**src/rtl/cp0_nested_if.sv**
```systemverilog
// CP0 register-access and exception-control bundle between the pipeline and cp0_nested.
// i_* are driven by the pipeline (master); o_* are driven by the coprocessor (slave).
interface cp0_nested_if #(
  parameter int unsigned NUM_IRQ = 4
);
  logic               i_mfc0;
  logic               i_mtc0;
  logic [4:0]         i_addr;
  logic [31:0]        i_wdata;
  logic [31:0]        i_pc;
  logic               i_exception;
  logic [4:0]         i_cause;
  logic               i_eret;
  logic [NUM_IRQ-1:0] i_irq;
  logic [31:0]        o_rdata;
  logic [31:0]        o_status;
  logic [31:0]        o_exc_addr;
  logic               o_exc_taken;
  logic [3:0]         o_nest_level;
  logic               o_overflow;

  modport master (
    output i_mfc0, i_mtc0, i_addr, i_wdata, i_pc, i_exception, i_cause, i_eret, i_irq,
    input  o_rdata, o_status, o_exc_addr, o_exc_taken, o_nest_level, o_overflow
  );

  modport slave (
    input  i_mfc0, i_mtc0, i_addr, i_wdata, i_pc, i_exception, i_cause, i_eret, i_irq,
    output o_rdata, o_status, o_exc_addr, o_exc_taken, o_nest_level, o_overflow
  );
endinterface

```
**src/rtl/cp0_nested.sv**
```systemverilog
// CP0 with Status/Cause/EPC, prioritised exception/interrupt entry and a
// LIFO stack of saved {EPC, Status} contexts so handlers can nest.
module cp0_nested #(
  parameter int unsigned NUM_IRQ = 4,
  parameter int unsigned DEPTH   = 4,
  parameter logic [31:0] VECTOR  = 32'h0000_0004
) (
  input  logic            clk,
  input  logic            rst,
  cp0_nested_if.slave     bus
);
  localparam int unsigned IW          = (DEPTH > 1) ? $clog2(DEPTH) : 1;
  localparam logic [4:0]  ADDR_STATUS = 5'd12;
  localparam logic [4:0]  ADDR_CAUSE  = 5'd13;
  localparam logic [4:0]  ADDR_EPC    = 5'd14;
  localparam logic [4:0]  EXC_SYS     = 5'd8;
  localparam logic [4:0]  EXC_BRK     = 5'd9;
  localparam logic [4:0]  EXC_TEQ     = 5'd13;

  logic               r_ie;
  logic [2:0]         r_en;
  logic [NUM_IRQ-1:0] r_im;
  logic [NUM_IRQ-1:0] r_ip;
  logic               r_ovf;
  logic [4:0]         r_code;
  logic [31:0]        r_epc;
  logic [3:0]         r_nest;
  logic [31:0]        r_stk_epc [DEPTH];
  logic [31:0]        r_stk_sts [DEPTH];

  logic [31:0]        w_status;
  logic [31:0]        w_cause;
  logic               w_cause_en;
  logic [NUM_IRQ-1:0] w_pend;
  logic [NUM_IRQ-1:0] w_irq_sel;
  logic [NUM_IRQ-1:0] w_ip_keep;
  logic               w_sync;
  logic               w_intr;
  logic               w_event;
  logic               w_full;
  logic               w_accept;
  logic               w_refuse;
  logic [IW-1:0]      w_push_idx;
  logic [IW-1:0]      w_pop_idx;

  // Architectural views of Status and Cause assembled from the field registers
  always_comb begin
    w_status                 = '0;
    w_status[0]              = r_ie;
    w_status[3:1]            = r_en;
    w_status[8 +: NUM_IRQ]   = r_im;
    w_status[31]             = r_ovf;
    w_cause                  = '0;
    w_cause[6:2]             = r_code;
    w_cause[8 +: NUM_IRQ]    = r_ip;
  end

  always_comb begin
    w_cause_en = 1'b0;
    case (bus.i_cause)
      EXC_SYS: w_cause_en = r_en[0];
      EXC_BRK: w_cause_en = r_en[1];
      EXC_TEQ: w_cause_en = r_en[2];
      default: w_cause_en = 1'b0;
    endcase
  end

  assign w_pend     = r_ip & r_im;
  assign w_irq_sel  = w_pend & (~w_pend + NUM_IRQ'(1));
  assign w_sync     = bus.i_exception & r_ie & w_cause_en;
  assign w_intr     = r_ie & (|w_pend);
  assign w_event    = ~bus.i_eret & (w_sync | w_intr);
  assign w_full     = (r_nest == 4'(DEPTH));
  assign w_accept   = w_event & ~w_full;
  assign w_refuse   = w_event & w_full;
  assign w_push_idx = IW'(r_nest);
  assign w_pop_idx  = IW'(r_nest - 4'd1);

  // A refused event still blocks a same-cycle mtc0
  always_comb begin
    w_ip_keep = '1;
    if (w_accept && !w_sync) begin
      w_ip_keep = ~w_irq_sel;
    end else if (bus.i_mtc0 && !bus.i_eret && !w_event && bus.i_addr == ADDR_CAUSE) begin
      w_ip_keep = bus.i_wdata[8 +: NUM_IRQ];
    end
  end

  always_comb begin
    bus.o_rdata = '0;
    if (bus.i_mfc0) begin
      case (bus.i_addr)
        ADDR_STATUS: bus.o_rdata = w_status;
        ADDR_CAUSE:  bus.o_rdata = w_cause;
        ADDR_EPC:    bus.o_rdata = r_epc;
        default:     bus.o_rdata = '0;
      endcase
    end
  end

  assign bus.o_exc_taken  = bus.i_eret | w_accept;
  assign bus.o_exc_addr   = bus.i_eret ? r_epc : (w_accept ? VECTOR : 32'h0);
  assign bus.o_status     = w_status;
  assign bus.o_nest_level = r_nest;
  assign bus.o_overflow   = r_ovf;

  // Context stack storage; contents are meaningless above r_nest so no reset
  always_ff @(posedge clk) begin
    if (w_accept) begin
      r_stk_epc[w_push_idx] <= r_epc;
      r_stk_sts[w_push_idx] <= w_status;
    end
  end

  always_ff @(posedge clk or posedge rst) begin
    if (rst) begin
      r_ie   <= 1'b1;
      r_en   <= 3'b111;
      r_im   <= '0;
      r_ip   <= '0;
      r_ovf  <= 1'b0;
      r_code <= '0;
      r_epc  <= '0;
      r_nest <= '0;
    end else begin
      r_ip <= (r_ip & w_ip_keep) | bus.i_irq;
      if (bus.i_eret) begin
        if (r_nest != 4'd0) begin
          r_epc  <= r_stk_epc[w_pop_idx];
          r_ie   <= r_stk_sts[w_pop_idx][0];
          r_en   <= r_stk_sts[w_pop_idx][3:1];
          r_im   <= r_stk_sts[w_pop_idx][8 +: NUM_IRQ];
          r_nest <= r_nest - 4'd1;
        end
      end else if (w_accept) begin
        r_epc  <= bus.i_pc;
        r_code <= w_sync ? bus.i_cause : 5'd0;
        r_ie   <= 1'b0;
        r_nest <= r_nest + 4'd1;
      end else if (w_refuse) begin
        r_ovf <= 1'b1;
      end else if (bus.i_mtc0) begin
        case (bus.i_addr)
          ADDR_STATUS: begin
            r_ie  <= bus.i_wdata[0];
            r_en  <= bus.i_wdata[3:1];
            r_im  <= bus.i_wdata[8 +: NUM_IRQ];
            r_ovf <= r_ovf & bus.i_wdata[31];
          end
          ADDR_CAUSE: r_code <= bus.i_wdata[6:2];
          ADDR_EPC:   r_epc  <= bus.i_wdata;
          default: ;
        endcase
      end
    end
  end
endmodule
```
**src/flat_wrapper.sv**
```systemverilog
// flat-port wrapper written by rule: the top's interface ports become plain ports
module cp0_nested_flat 
#(
  parameter int unsigned NUM_IRQ = 4,
  parameter int unsigned DEPTH   = 4,
  parameter logic [31:0] VECTOR  = 32'h0000_0004
)
  (clk, rst, bus_i_mfc0, bus_i_mtc0, bus_i_addr, bus_i_wdata, bus_i_pc, bus_i_exception, bus_i_cause, bus_i_eret, bus_i_irq, bus_o_rdata, bus_o_status, bus_o_exc_addr, bus_o_exc_taken, bus_o_nest_level, bus_o_overflow);
  cp0_nested_if #(.NUM_IRQ(NUM_IRQ)) bus_i ();
  input  logic clk;
  input  logic rst;
  input wire logic [$bits(bus_i.i_mfc0)-1:0] bus_i_mfc0;
  input wire logic [$bits(bus_i.i_mtc0)-1:0] bus_i_mtc0;
  input wire logic [$bits(bus_i.i_addr)-1:0] bus_i_addr;
  input wire logic [$bits(bus_i.i_wdata)-1:0] bus_i_wdata;
  input wire logic [$bits(bus_i.i_pc)-1:0] bus_i_pc;
  input wire logic [$bits(bus_i.i_exception)-1:0] bus_i_exception;
  input wire logic [$bits(bus_i.i_cause)-1:0] bus_i_cause;
  input wire logic [$bits(bus_i.i_eret)-1:0] bus_i_eret;
  input wire logic [$bits(bus_i.i_irq)-1:0] bus_i_irq;
  output wire logic [$bits(bus_i.o_rdata)-1:0] bus_o_rdata;
  output wire logic [$bits(bus_i.o_status)-1:0] bus_o_status;
  output wire logic [$bits(bus_i.o_exc_addr)-1:0] bus_o_exc_addr;
  output wire logic [$bits(bus_i.o_exc_taken)-1:0] bus_o_exc_taken;
  output wire logic [$bits(bus_i.o_nest_level)-1:0] bus_o_nest_level;
  output wire logic [$bits(bus_i.o_overflow)-1:0] bus_o_overflow;
  assign bus_i.i_mfc0 = bus_i_mfc0;
  assign bus_i.i_mtc0 = bus_i_mtc0;
  assign bus_i.i_addr = bus_i_addr;
  assign bus_i.i_wdata = bus_i_wdata;
  assign bus_i.i_pc = bus_i_pc;
  assign bus_i.i_exception = bus_i_exception;
  assign bus_i.i_cause = bus_i_cause;
  assign bus_i.i_eret = bus_i_eret;
  assign bus_i.i_irq = bus_i_irq;
  assign bus_o_rdata = bus_i.o_rdata;
  assign bus_o_status = bus_i.o_status;
  assign bus_o_exc_addr = bus_i.o_exc_addr;
  assign bus_o_exc_taken = bus_i.o_exc_taken;
  assign bus_o_nest_level = bus_i.o_nest_level;
  assign bus_o_overflow = bus_i.o_overflow;
  cp0_nested #(.NUM_IRQ(NUM_IRQ), .DEPTH(DEPTH), .VECTOR(VECTOR)) u_core (.clk(clk), .rst(rst), .bus(bus_i));
endmodule
```
**config.mk**
```make
export PLATFORM = sky130hd
export DESIGN_NAME = cp0_nested_flat
export DESIGN_NICKNAME = d
export VERILOG_FILES = /design/src/rtl/cp0_nested_if.sv /design/src/rtl/cp0_nested.sv /design/src/flat_wrapper.sv
export SDC_FILE = /design/constraint.sdc
export NUM_CORES = 1
export LEC_CHECK = 0
export ABC_AREA = 1
export BUFFER_PORTS_ARGS = -buffer_cell sky130_fd_sc_hd__buf_2
export CORE_AREA = 2 2 190 136
export DETAILED_ROUTE_END_ITERATION = 16
export DIE_AREA = 0 0 192 138
export PLACE_DENSITY = 0.71
export SLEW_MARGIN = 5
export SYNTH_ARGS = -nofsm -noshare
export SYNTH_HDL_FRONTEND = slang
export SYNTH_SLANG_ARGS = --single-unit
```
**constraint.sdc**
```tcl
create_clock -name clk -period 3.5 [get_ports clk]
set_input_delay 0.175 -clock clk [delete_from_list [all_inputs] [get_ports clk]]
set_output_delay 0.175 -clock clk [all_outputs]
set_load 0.05 [all_outputs]
```
==> results.sh <==
export IMPL_min_delay_path_class="input port to register"
export IMPL_synth_top_family_by_area="simple AND/OR/NAND/NOR gates"
export IMPL_dieArea_um2=26500
export IMPL_cts_tree="done"
export IMPL_setup_tns_final_ps=0
export IMPL_ir_worst_vdd_mv=0.464
export IMPL_synth_xor_area_frac=0.00343
export IMPL_powerDensity_nw_per_um2=878
export IMPL_cp_data_required_time_ps=3940
export IMPL_syn_avg_cell_area_um2=9.34
export IMPL_finalHoldViolCount=0
export IMPL_yosys_top_cells_count="nand2_1, edfxtp_1, inv_1"
export IMPL_netlist_area_um2=10200
export IMPL_cp_end_kind="register"
export IMPL_synthAdderAreaFrac=0.00490
export IMPL_swShare=0.426
export IMPL_reg2reg_to="u_core.r_epc[28]"
export IMPL_fp_dieH_um=138
export IMPL_clk_latency_ps=500
export IMPL_clock_fmax_mhz=314
export IMPL_clk_pin_slew_ps=70
export IMPL_grt_max_degree=103
export IMPL_seqPwrFrac=0.387
export IMPL_combPwrFrac=0.390
export IMPL_min_to="u_core.r_epc[17]"
export IMPL_synthesis_instances=1093
export IMPL_antenna_found_initial=0
export IMPL_fin_crit_ps=3190
export IMPL_hold_worst_slack_ps=5.15
export IMPL_hold_path_startpoint="bus_i_pc[17]"
export IMPL_p_leak_nw=5.50
export IMPL_maxSlewViolCount=0
export IMPL_dr_pass1_iters=5
export IMPL_cts_made_buffers=22
export IMPL_htreeDepth=1
export IMPL_layout_drive_gt1_share=0.188
export IMPL_via_per_inst=5.32
export IMPL_post_cts_setup_buffers=0
export IMPL_netlist_top_cells_area="edfxtp_1, dfrtp_1, nand2_1"
export IMPL_hpwl_mm=18.8
export IMPL_start_kind="register"
export IMPL_clockBufferDepth=3
export IMPL_ys_ff_latch=214
export IMPL_synth_mux_area_frac=0
export IMPL_async_flop_share=0.252
export IMPL_synth_edff_count=160
export IMPL_diodes=0
export IMPL_ys_warn_count=0
export IMPL_start_util=0.408
export IMPL_worstMarginPinSlew_ps=1100
export IMPL_drt_wirelength_per_cell_um=18.3
export IMPL_grt_ovfl_total=0
export IMPL_yosysMostFrequentCell="nand2_1"
export IMPL_rows=49
export IMPL_rsz0062_at_grt="false"
export IMPL_reg2reg_depth=14
export IMPL_cts_sinks=214
export IMPL_synth_top_flop_cell="edfxtp_1"
export IMPL_rr_startpoint="u_core.r_ie"
export IMPL_grt_pass1_vias=8076
export IMPL_pwr_share_clk=0.223
export IMPL_maxCapViolCount=0
export IMPL_port_buffer_count=162
export IMPL_synthSimpleGateAreaFrac=0.206
export IMPL_final_area_um2=12200
export IMPL_rrSetupSlack_ps=310
export IMPL_setup_viol=0
export IMPL_fin_nets=1346
export IMPL_critPathMaxFanout=21
export IMPL_die_width_um=192
export IMPL_hold_path_cell_count=5
export IMPL_finalWirelength_mm=29.4
export IMPL_p_sw_mw=4.58
export IMPL_vias=8538
export IMPL_gp_congestion=0.932
export IMPL_cp_arrival_ps=3620
export IMPL_drc_errors=0
export IMPL_fin_crit_sh=0.911
export IMPL_status="completed"
export IMPL_ant_nets=0
export IMPL_syn2layout_area_growth_pct=19.9
export IMPL_synth_largest_area_cell="edfxtp_1"
export IMPL_root_buffer="clkbuf_16"
export IMPL_skew_ps=14.0
export IMPL_timing_slew_headroom=0.265
export IMPL_synth_compound_area_share=0.0937
export IMPL_synth_seq_area_share=0.603
export IMPL_ys_types=40
export IMPL_synth_top_area_frac=0.470
export IMPL_pin_count=186
export IMPL_core_area_um2=25000
export IMPL_dpl_cell_area_um2=11200
export IMPL_first_iter_violations=959
export IMPL_crit_type="register to register"
export IMPL_grt_pass1_wl_mm=45.7
export IMPL_grt_usage=0.220
export IMPL_power_internal_mw=6.17
-- per-stage QoR --
| step | util | setup slack (ps) | instances | total power, mW |
|---|---|---|---|---|
| 6_report | 0.489 | 312 | 1605 | 10.7 |
| 5_1_grt | 0.489 | 102 | 1605 | 11.3 |
| 4_1_cts | 0.489 | 256 | 1605 | 10.7 |
| 3_5_place_dp | 0.450 | 573 | 1540 | 8.30 |
| 3_3_place_gp | 0.450 | 685 | 1540 | 8.22 |
| 2_1_floorplan | - | -52.4 | 1115 | 7.05 |
-- metal layers --
layer,part of all wire,GRT usage,vias to the layer above
met5,0,0,-
met4,0.020,0.0522,0
met3,0.093,0.0475,42
met2,0.45,0.340,432
met1,0.43,0.319,4112
li1,-,-,3952
-- flip-flops by register name, summed over array words and instances (netlist names) --
register	flops
u_core.r_code	5
u_core.r_en	3
u_core.r_stk_epc	128
u_core.r_ie	1
u_core.r_epc	32
u_core.bus.o_overflow	1
u_core.r_im	4
u_core.bus.o_nest_level	4
u_core.r_ip	4
u_core.r_stk_sts	32
-- area by class of cell --
type / count / area [µm²]
Timing Repair Buffer: 209 / 1250
Sequential cell: 214 / 6160
Inverter: 108 / 409
Fill cell: 2316 / 12800
Clock buffer: 28 / 604
Tap cell: 331 / 414
Multi-Input combinational cell: 703 / 3270
Clock inverter: 12 / 133
-- worst max path at each step --
stage	from	endpoint	slack (ps)	cells past startpoint
CTS	u_core.r_ie	u_core.r_epc[19]	260	14
global route	u_core.r_en[2]	u_core.r_epc[28]	100	14
finish	u_core.r_ie	u_core.r_epc[28]	310	14
global placement	u_core.r_ie	u_core.r_epc[2]	680	12
floorplan	u_core.bus.o_nest_level[0]	u_core.r_stk_epc[0][0]	-50	9
detailed placement	u_core.r_ie	u_core.r_epc[4]	570	12
-- what timing repair did --
action	4_1_cts	5_1_grt
gates resized for setup	0	1
hold buffers	25	0
endpoints found under the hold margin	59	0
endpoints found under the setup margin	0	1
-- cell usage in the layout (no fill, tap or decap), types with 2 or more instances in the layout --
| cell type | netlist | routed |
|---|---|---|
| edfxtp_1 | 160 | 160 |
| nor2_1 | 73 | 69 |
| nand2_1 | 298 | 298 |
| nand4_1 | 18 | 18 |
| o21ai_1 | 23 | 23 |
| dfstp_2 | 4 | 4 |
| o221ai_1 | 2 | 2 |
| a32o_1 | 5 | 5 |
| clkbuf_16 | 0 | 23 |
| o211ai_1 | 8 | 8 |
| nand2_2 | 5 | 5 |
| dfrtp_1 | 50 | 49 |
| buf_2 | 12 | 162 |
| nand3_1 | 99 | 99 |
| conb_1 | 1 | 23 |
| o21bai_1 | 3 | 3 |
| dlygate4sd3_1 | 0 | 25 |
| inv_2 | 1 | 4 |
| nor2_4 | 0 | 4 |
| a221oi_1 | 2 | 2 |
| xor2_1 | 3 | 3 |
| clkbuf_1 | 34 | 4 |
| bufinv_16 | 0 | 3 |
| buf_12 | 0 | 2 |
| o21ai_0 | 78 | 78 |
| clkinv_2 | 0 | 3 |
| ha_1 | 4 | 4 |
| buf_4 | 28 | 20 |
| a21oi_1 | 33 | 33 |
| clkinv_1 | 1 | 6 |
| inv_1 | 106 | 102 |
| o22ai_1 | 15 | 15 |
-- cell families (layout without fill, tap and decap cells) --
logic type / Yosys count / count (layout)
AO/OA/AOI/OAI: 172 / 172
buffers and inverters: 198 / 357
XOR/XNOR: 4 / 4
other: 1 / 23
flip-flops: 214 / 214
adder cells (fa/ha/maj): 4 / 4
AND/OR/NAND/NOR: 500 / 500
-- worst max-delay path, stage by stage (launching register included) --
cell,delay [ps]
dfstp_2,610
nand2_1,70
inv_1,50
nand2_1,40
nor2_1,100
nand2_2,110
nand2_2,350
nand3_4,340
clkinvlp_4,320
buf_4,240
nand2_1,90
nand3_1,90
dlygate4sd3_1,550
nand2_1,50
nand2_1,70
-- power by group through the flow --
stage	clock [mW]	sequential (mW)	combinational (mW)
2_1_floorplan	0	4.17	2.88
3_3_place_gp	0	4.16	4.06
3_5_place_dp	0	4.19	4.12
4_1_cts	2.42	4.14	4.19
5_1_grt	2.52	4.22	4.60
6_report	2.40	4.16	4.20
No activity file was read; power rests on OpenSTA's default activity.
